`config.mk`:
```
export PLATFORM = sky130hd
export DESIGN_NAME = ram_arbiter
export DESIGN_NICKNAME = d
export VERILOG_FILES = /design/src/rtl/ram_arbiter.sv
export SDC_FILE = /design/constraint.sdc
export NUM_CORES = 1
export LEC_CHECK = 0
export CORE_MARGIN = 3
export CORE_UTILIZATION = 35
export DETAILED_ROUTE_END_ITERATION = 12
export PLACE_DENSITY_LB_ADDON = 0.15
export SLEW_MARGIN = 20
export SYNTH_ARGS = -nofsm -noshare
export SYNTH_HDL_FRONTEND = slang
export SYNTH_SLANG_ARGS = --single-unit
```
`constraint.sdc`:
```
create_clock -name clk -period 1.2 [get_ports clk]
set_input_delay 0.12 -clock clk [delete_from_list [all_inputs] [get_ports clk]]
set_output_delay 0.12 -clock clk [all_outputs]
set_load 0.02 [all_outputs]
```
`src/rtl/ram_arbiter.sv`:
```
// Two-requester (CPU / debug) arbiter for the single-port data RAM with a debug lock mode.
// Define RAM_ARB_STARVE_EN to build the debug starvation override counter.
module ram_arbiter #(
   parameter int unsigned ADDR_W     = 7,
   parameter int unsigned DATA_W     = 8,
   parameter int unsigned STARVE_LIM = 3
) (
   input  logic              clk,
   input  logic              rst,
   input  logic              cpu_req,
   input  logic              cpu_we,
   input  logic [ADDR_W-1:0] cpu_addr,
   input  logic [DATA_W-1:0] cpu_wdata,
   output logic              cpu_gnt,
   output logic              cpu_rvalid,
   output logic [DATA_W-1:0] cpu_rdata,
   input  logic              dbg_req,
   input  logic              dbg_we,
   input  logic [ADDR_W-1:0] dbg_addr,
   input  logic [DATA_W-1:0] dbg_wdata,
   output logic              dbg_gnt,
   output logic              dbg_rvalid,
   output logic [DATA_W-1:0] dbg_rdata,
   input  logic              dbg_lock,
   output logic              dbg_lock_ack,
   output logic [ADDR_W-1:0] ram_addr,
   output logic [DATA_W-1:0] ram_data,
   output logic              ram_en,
   input  logic [DATA_W-1:0] ram_q
);

   typedef enum logic {
      SHARED = 1'b0,
      LOCKED = 1'b1
   } state_t;

   state_t state, state_nxt;
   logic   cpu_pend, dbg_pend;
   logic   starved;

`ifdef RAM_ARB_STARVE_EN
   logic [3:0] starve_cnt;

   assign starved = (starve_cnt == 4'(STARVE_LIM));

   always_ff @(posedge clk) begin
      if (!rst) begin
         starve_cnt <= '0;
      end else if (!dbg_req || dbg_gnt) begin
         starve_cnt <= '0;
      end else if (state == SHARED && !starved) begin
         starve_cnt <= starve_cnt + 4'd1;
      end
   end
`else
   // No override without the counter; STARVE_LIM is legal only from 1, so this is always 0.
   assign starved = (STARVE_LIM == 0);
`endif

   always_ff @(posedge clk) begin
      if (!rst) begin
         state <= SHARED;
      end else begin
         state <= state_nxt;
      end
   end

   always_comb begin
      state_nxt = state;
      cpu_gnt   = 1'b0;
      dbg_gnt   = 1'b0;
      ram_addr  = '0;
      ram_data  = '0;
      ram_en    = 1'b0;

      case (state)
         SHARED:  if (dbg_lock)  state_nxt = LOCKED;
         LOCKED:  if (!dbg_lock) state_nxt = SHARED;
         default: state_nxt = SHARED;
      endcase

      if (rst) begin
         if (state == LOCKED) begin
            dbg_gnt = dbg_req;
         end else if (dbg_req && (!cpu_req || starved)) begin
            dbg_gnt = 1'b1;
         end else begin
            cpu_gnt = cpu_req;
         end
      end

      if (cpu_gnt) begin
         ram_addr = cpu_addr;
         ram_data = cpu_wdata;
         ram_en   = cpu_we;
      end else if (dbg_gnt) begin
         ram_addr = dbg_addr;
         ram_data = dbg_wdata;
         ram_en   = dbg_we;
      end
   end

   assign dbg_lock_ack = (state == LOCKED);

   // Pending flag marks the cycle the RAM presents ram_q; the return is captured one edge later.
   always_ff @(posedge clk) begin
      if (!rst) begin
         cpu_pend   <= 1'b0;
         dbg_pend   <= 1'b0;
         cpu_rvalid <= 1'b0;
         dbg_rvalid <= 1'b0;
         cpu_rdata  <= '0;
         dbg_rdata  <= '0;
      end else begin
         cpu_pend   <= cpu_gnt & ~cpu_we;
         dbg_pend   <= dbg_gnt & ~dbg_we;
         cpu_rvalid <= cpu_pend;
         dbg_rvalid <= dbg_pend;
         if (cpu_pend) cpu_rdata <= ram_q;
         if (dbg_pend) dbg_rdata <= ram_q;
      end
   end

endmodule

```
Word level (Yosys, flattened, before mapping)

Index checks and enable logic that the tools add are counted.

Muxes and demuxes: 13
Bitwise logic cells: 4
Reductions and logical operators: 2

Operators by type and width:

| kind              | number |
|---|---|
| $mux 8            | 2 |
| $mux 7            | 2 |
| $mux 1            | 9 |
| $and 1x1->1       | 2 |
| $not 1->1         | 2 |
| $logic_and 1x1->1 | 1 |
| $logic_not 1->1   | 1 |

Bits in registers: 21
Input port bits: 45
Output and inout bits: 37
Logic and storage cells: 26

Depth between registers and ports, before layout

Gate-level depths: netlist of the first run.

Word-level depth: 7
Gate-level depth with buffers: 5
Depth with buffers taken out: 3

Least setup slack after synthesis of the first run

Ideal clock, no wire load.

Path type: reg2out
From: register state, in the netlist dbg_lock_ack
To: output ram_addr[0]
Data arrival time: 1162 ps
Data required time: 1080 ps
Path slack: -82 ps
Cell stages (with the launch flop): 6
Path buffers: 2
Cells stage by stage: dfxtp_1 nand2b_1 buf_6 buf_12 nand3_2 a21boi_2

Cells in the longest elaborated chain, start to end: 4

RTL lines:

| item                   | RTL line | RTL |
|---|---|---|
| from (decl)            | 37       | `state_t state, state_nxt;` |
| from (signal assigned) | 64       | `state <= state_nxt;` |
| $mux 1                 | 83       | `if (state == LOCKED) begin` |
| $mux 1                 | 82       | `if (rst) begin` |
| $mux 7                 | 96       | `end else if (dbg_gnt) begin` |
| $mux 7 (*)             | 92       | `if (cpu_gnt) begin` |
| to (decl)              | 26       | `output logic [ADDR_W-1:0] ram_addr,` |

Every way passes the cells marked *; elsewhere a longest branch is shown, timed or not.

Worst setup path after layout of the first run

From: register state, in the netlist dbg_lock_ack
To: output ram_data[2]

Cells in the longest elaborated chain, start to end: 4

RTL lines:

| item       | RTL line | RTL |
|---|---|---|
| $mux 1     | 83       |  |
| $mux 1     | 82       |  |
| $mux 8     | 96       |  |
| $mux 8 (*) | 92       |  |
| to (decl)  | 27       | `output logic [DATA_W-1:0] ram_data,` |

Marked as above.

==> impl_metrics.toml, run 1 <==
[grt]
grt_antenna_before_repair = 0
first_pass_grt_wire_length_um = 5910
largest_net_degree_at_the_start_of_global_routing = 20
globalRoute.totalOverflow = 0
first_global_vias = 1307
grt.total_usage_pct = 17.9

[floorplan]
io_pins = 82
chipWidth_um = 64.2
initial_utilization_pct = 37.8
design.die.area_um2 = 4120
core_area_um2 = 3130
die_y_um = 64.2
number_of_standard_cell_rows_in_the_floorplan = 20

[setup_path]
crit_path_top_delay_cell = "dfxtp_4"
worstPathArrival_ns = 1.37
cp_cell_sequence = "nand2b_4 -> buf_12 -> nand3_1 -> a21boi_1 -> buf_4"
critPathMaxFanout = 9
critPathRequiredTime_ns = 1.08
worst_path_largest_cell_delay_ns = 0.38
critical_path.startpoint_type = "flop"
path_class = "flop to output pin"
critical_path.endpoint_type = "output pin"

[placed_design]
placement.cell_area_um2 = 2150
detailedPlacementHpwl_um = 2660
gp_congestion = 0.705
numPortBuffers = 81
placement.setup.worst_slack_ns = -0.770

[synth]
synth_nets = 167
synthesis.instances = 122
synth_top_cell_area_share_pct = 35.5
postSynthRegisterBits = 21
number_of_enable_type_register_cells_in_the_synthesized_netlist = 0
synthTopCellsByCount = "21 x dfxtp_1, 19 x nor2b_1, 16 x mux2i_1, 16 x nand2_1"
post_synth_num_cell_types = 17
synth_top_flop_cell = "dfxtp_1"
netlist.top_cell.by_area = "dfxtp_1"
yosys-top-cells-area = "dfxtp_1 36%, mux2i_1 14%, nor2b_1 10%"
yosysWarningCount = 0
synth_async_sr_flop_share_pct = 0
post-synth-top-count-cell = "dfxtp_1"
syn_area_um2 = 1180
syn_area_cell_um2 = 9.70
synth-seq-area-share_pct = 35.5

[clock_tree]
cts.clk_slew.worst_paths_ns = 0.10
ctsLongestPathBuffers = 2
post-cts-setup-buffers = 0
tritoncts_num_sinks = 21
cts_tree = "yes"
cts_buffers = 3
cts-root-buf = "clkbuf_4"
insertion_delay_ns = 0.29
h-tree-depth = 1

[detailed_routing]
dr_wl_met3_um = 308
first_pass_iters = 4
dr_wl_met2_um = 1740
drt_wl_total_um = 3570
vias = 1147
wirelength_met1_um = 1510
highest_layer = "met4"
route.antenna.remaining_nets = 0
drtIter0Drc = 21
via_to_cell_ratio = 4.55
post_drt_wl_per_cell_um = 14.2
post_detailed_route_drc_marker_count = 0

[timing]
setup_viol = 18
fin_crit_sh_pct = 125
finalSetupTns_ns = -4.77
clock-skew-final_ns = 0.00109
timing.fmax_ghz = 0.669
fin_crit_ns = 1.49
hold_violations = 0
slew_violations = 0
grt_setup_unrepaired = "yes"
slew-limit-headroom_pct = 85.3
minimum_setup_slack_in_the_final_design_ns = -0.295
slew_of_the_pin_with_the_lowest_slew_margin_ns = 0.221

[run_status]
status = "complete, but fails checks"
violations = "negative setup slack"

[final_layout]
layout-drive-gt1-share_pct = 32.7
area.growth.synth_to_final_pct = 91.5
diodes = 0
finish.instance_area_um2 = 2270
layout.filler_cells = 246
finish.net_count = 254

[flow_run]
max-cap-violations = 0

[power_and_ir_drop]
p_leak_nw = 0.961
irDropWorstVdd_mv = 0.520
power.density_nw_per_um2 = 734

[min_path]
min_path_type = "input port to flop"
-- cell families (layout without fill, tap and decap cells) --
kind of cell	count (synthesis)	count (layout)	share of synthesized area (%)
AOI/OAI and AO/OA	16	16	13.3
buffers and inverters	12	98	7.72
muxes	16	16	13.5
DFF	21	21	35.5
and+or+nand+nor	57	57	29.9
-- placed cells by master (no fill, tap or decap), types with 3 or more instances in the layout --
cell             Yosys  final
clkdlybuf4s50_1      0     43
dfxtp_1             21     20
dlygate4sd2_1        0     20
nor2b_1             19     18
buf_6                2     18
mux2i_1             16     16
nand2_1             16     12
nand3_2             10     12
a21boi_4             0     10
buf_4                3      9
nand3_1              6      4
nand2_2              0      3
a21boi_1             6      3
a21boi_2            10      3
and2_1               3      3
clkbuf_4             0      3
buf_12               1      3
-- report_power, final --
| part | total, mW | internal (mW) | switching (mW) | leakage, nW |
|---|---|---|---|---|
| registers | 0.727 | 0.716 | 0.0107 | 0.171 |
| clock network | 0.318 | 0.129 | 0.189 | 0.0150 |
| logic | 0.618 | 0.356 | 0.262 | 0.775 |
-- state kept, by name, indices dropped and copies added (netlist names) --
signal,count
dbg_rvalid,1
cpu_rvalid,1
dbg_rdata,8
dbg_lock_ack,1
cpu_pend,1
dbg_pend,1
cpu_rdata,8
-- worst max-delay path: cells and delay by family (launching register included) --
kind | cells | cell delay [ns]
AOI/OAI and AO/OA | 1 | 0.15
buffers and inverters | 2 | 0.30
DFF | 1 | 0.38
and+or+nand+nor | 2 | 0.24
-- cell type report --
type | count | area [µm²] | area share [%]
timing repair buffer | 94 | 963 | 42.5
clock buffer | 4 | 26.3 | 1.16
tap | 44 | 55.1 | 2.43
sequential | 21 | 424 | 18.7
multi-input combinational | 89 | 798 | 35.2
-- layer usage --
layer | up-vias | track usage (%)
met5 | - | 0
met4 | 0 | 2.37
met3 | 2 | 6.50
met2 | 46 | 31.2
met1 | 521 | 21.6
li1 | 578 | -
-- through the flow --
step | hold WS [ns] | cells | util (%) | total power [mW]
after detailed placement | 0.501 | 245 | 68.6 | 1.32
final | 0.407 | 252 | 72.5 | 1.66
after floorplan | 0.192 | 122 | - | 1.02
after global routing | 0.389 | 252 | 72.5 | 1.76
after global placement | 0.495 | 245 | 68.6 | 1.31
after CTS | 0.391 | 252 | 70.9 | 1.67
-- timing repair --
| action | 4_1_cts | 5_1_grt |
|---|---|---|
| pin swaps | 8 | 6 |
| hold buffers | 0 | 0 |
| setup endpoints to repair | 37 | 18 |
| cloned | 3 | 0 |
| resized for setup | 131 | 14 |
-- final timing paths --
kind / startpoint / slack, ns / end / depth (start not counted)
max: dbg_lock_ack$_SDFF_PN0_ / -0.29 / ram_data[2] / 5
min: dbg_lock / 0.41 / dbg_lock_ack$_SDFF_PN0_ / 2
max reg2reg: dbg_lock_ack$_SDFF_PN0_ / 0.11 / dbg_pend$_SDFF_PN0_ / 4
min reg2reg: cpu_rdata[4]$_SDFFE_PN0P_ / 0.52 / cpu_rdata[4]$_SDFFE_PN0P_ / 2
(Power assumes the default switching activity.)
==> run 2: changes to the inputs <==
--- a/config.mk
+++ b/config.mk
@@ -5,9 +5,10 @@
 export SDC_FILE = /design/constraint.sdc
 export NUM_CORES = 1
 export LEC_CHECK = 0
-export CORE_MARGIN = 3
+export CORE_MARGIN = 2
 export CORE_UTILIZATION = 35
 export DETAILED_ROUTE_END_ITERATION = 12
+export GPL_TIMING_DRIVEN = 0
 export PLACE_DENSITY_LB_ADDON = 0.15
 export SLEW_MARGIN = 20
 export SYNTH_ARGS = -nofsm -noshare
==> run 2 against run 1 <==
Compared with the run above:
- the run still ends with negative setup slack left
- non-clock buffer count rose by 5
- final area rose by 2.4%
- die area fell by 6.1%
- setup slack got worse by 0.040 ns
- maximum frequency fell by 2.6%
- sequential share of layout area fell by 0.54 points
- via count rose by 4.4%
- combinational power rose by 4.4%
- critical path depth rose by 1
- sequential power barely moved
- clock power rose by 2%
- largest cell class unchanged
==> impl_metrics.toml, run 2 (synthesis results as in run 1) <==
[clock_tree]
tritoncts_num_sinks = 21
cts_tree = "yes"
ctsLongestPathBuffers = 2
cts-root-buf = "clkbuf_4"
post_cts_hold_buffer_count = 0
cts.clk_slew.worst_paths_ns = 0.11
cts_buffers = 3
insertion_delay_ns = 0.29
h-tree-depth = 1

[detailed_routing]
vias = 1198
drtIter0Drc = 43
post_detailed_route_drc_marker_count = 0
first_pass_iters = 3
post_drt_wl_per_cell_um = 14.7
via_to_cell_ratio = 4.63
route.antenna.remaining_nets = 0
drt_wl_total_um = 3800

[placed_design]
numPortBuffers = 79
place_inst = 247
gp_congestion = 0.720
detailedPlacementHpwl_um = 2540
placement.cell_area_um2 = 2110

[setup_path]
critPathMaxFanout = 8
critical_path.endpoint_type = "output pin"
path_class = "flop to output pin"
critPathRequiredTime_ns = 1.08
worst_path_most_repeated_cell = "buf_6"
worstPathArrival_ns = 1.42
path_delay_family = "buffers and inverters"
worst_path_largest_cell_delay_ns = 0.35
critical_path.startpoint_type = "flop"
crit_path_top_delay_cell = "dfxtp_2"
timing.critical_path.buf_inv = 3
r2r_setup_slack_ns = 0.13
cp_cell_sequence = "nor2b_2 -> buf_6 -> clkbuf_16 -> nand2_2 -> a21boi_4 -> buf_6"

[timing]
clock-skew-final_ns = 0.00113
minimum_setup_slack_in_the_final_design_ns = -0.335
fin_crit_sh_pct = 128
setup_viol = 18
hold_violations = 0
grt_setup_unrepaired = "yes"
slew_of_the_pin_with_the_lowest_slew_margin_ns = 0.463
fin_crit_ns = 1.54
timing.fmax_ghz = 0.651
slew_violations = 0
slew-limit-headroom_pct = 69.2

[floorplan]
chipWidth_um = 62.2
io_pins = 82
initial_utilization_pct = 36.0
design.die.area_um2 = 3860
number_of_standard_cell_rows_in_the_floorplan = 21
die_y_um = 62.2
core_area_um2 = 3280

[power_and_ir_drop]
internal_power_mw = 1.21
combPwrFrac_pct = 38.0
power.share.sequential_pct = 42.9
irDropWorstVdd_mv = 0.733
netSwitchingFraction_pct = 28.5
switching_power_mw = 0.485
clkPwrFrac_pct = 19.1
power.density_nw_per_um2 = 731
p_leak_nw = 0.990

[final_layout]
layout.cells.most_common_list = "41 x clkdlybuf4s50_1, 20 x dfxtp_1, 20 x dlygate4sd2_1"
finish.net_count = 259
final_common_cell = "clkdlybuf4s50_1"
layout-drive-gt1-share_pct = 37.6
area.growth.synth_to_final_pct = 96.1
diodes = 0
top_regs = "cpu_rdata: 8 flops, dbg_rdata: 8 flops"
finish.instance_area_um2 = 2320
number_of_standard_cells_in_the_layout_taps_in_and_fillers_out = 259
layout.filler_cells = 246
final_cell_utilization_of_the_core_pct = 70.7

[grt]
grt.total_usage_pct = 19.0
globalRoute.totalOverflow = 0
grt_antenna_before_repair = 0
largest_net_degree_at_the_start_of_global_routing = 12
first_pass_grt_wire_length_um = 6070
first_global_vias = 1306

[min_path]
min_path_type = "input port to flop"

[run_status]
violations = "negative setup slack"
status = "complete, but fails checks"

[flow_run]
max-cap-violations = 0
run 2: cell types whose count changed in the layout (fill, tap and decap cells not counted), sizes merged:
cell,before,now
buf,31,33
clkbuf,4,9
clkdlybuf4s50,43,41
run 2: worst paths after layout:
kind	start	end	cells after the start
setup / recovery	dbg_lock_ack$_SDFF_PN0_	ram_addr[3]	6
setup reg to reg	dbg_lock_ack$_SDFF_PN0_	dbg_pend$_SDFF_PN0_	4
hold / removal	rst	cpu_pend$_SDFF_PN0_	3
hold reg to reg	dbg_rdata[4]$_SDFFE_PN0P_	dbg_rdata[4]$_SDFFE_PN0P_	2
run 2: cell type report:
| class | instances | area [µm²] | share of cell area, % |
|---|---|---|---|
| Timing Repair Buffer | 88 | 883 | 38.1 |
| Tap cell | 46 | 57.6 | 2.48 |
| Clock buffer | 4 | 26.3 | 1.13 |
| Multi-Input combinational cell | 89 | 845 | 36.4 |
| Buffer | 11 | 87.6 | 3.77 |
| Sequential cell | 21 | 422 | 18.2 |
run 2: tightest hold or removal path: stages:
cell and delay [ns]:
buf_2 0.16, and2_4 0.15, nor2b_1 0.12
run 2: per-stage QoR:
step	setup TNS (ns)	power [mW]	worst slack (ns)	hold slack, ns
3_3_place_gp	-12.14	1.29	-0.771	0.501
5_1_grt	-6.51	1.79	-0.401	0.274
2_1_floorplan	0	1.02	0.0122	0.192
3_5_place_dp	-12.66	1.31	-0.799	0.510
6_report	-5.16	1.70	-0.335	0.291
4_1_cts	-5.38	1.66	-0.343	0.276
run 2: power by group through the flow:
stage	Sequential (mW)	Combinational, mW	Clock, mW
2_1_floorplan	0.765	0.260	0
6_report	0.727	0.645	0.325
5_1_grt	0.731	0.683	0.373
4_1_cts	0.727	0.591	0.337
3_5_place_dp	0.743	0.562	0
3_3_place_gp	0.742	0.553	0
run 2: repair_timing:
action                     in CTS  in global routing
setup endpoints to repair      37                 18
gates resized for setup       131                 22
hold endpoints to repair        0                  0
buffers inserted                7                  0
pin swaps                       9                 14
gates cloned                    0                  2
run 2: metal layers:
layer	vias up	global-route usage [%]	part of all wire, %
li1	588	-	-
met4	0	8.06	1.6
met5	-	0	0
met3	6	3.44	5.0
met1	559	22.2	41
met2	45	34.1	52
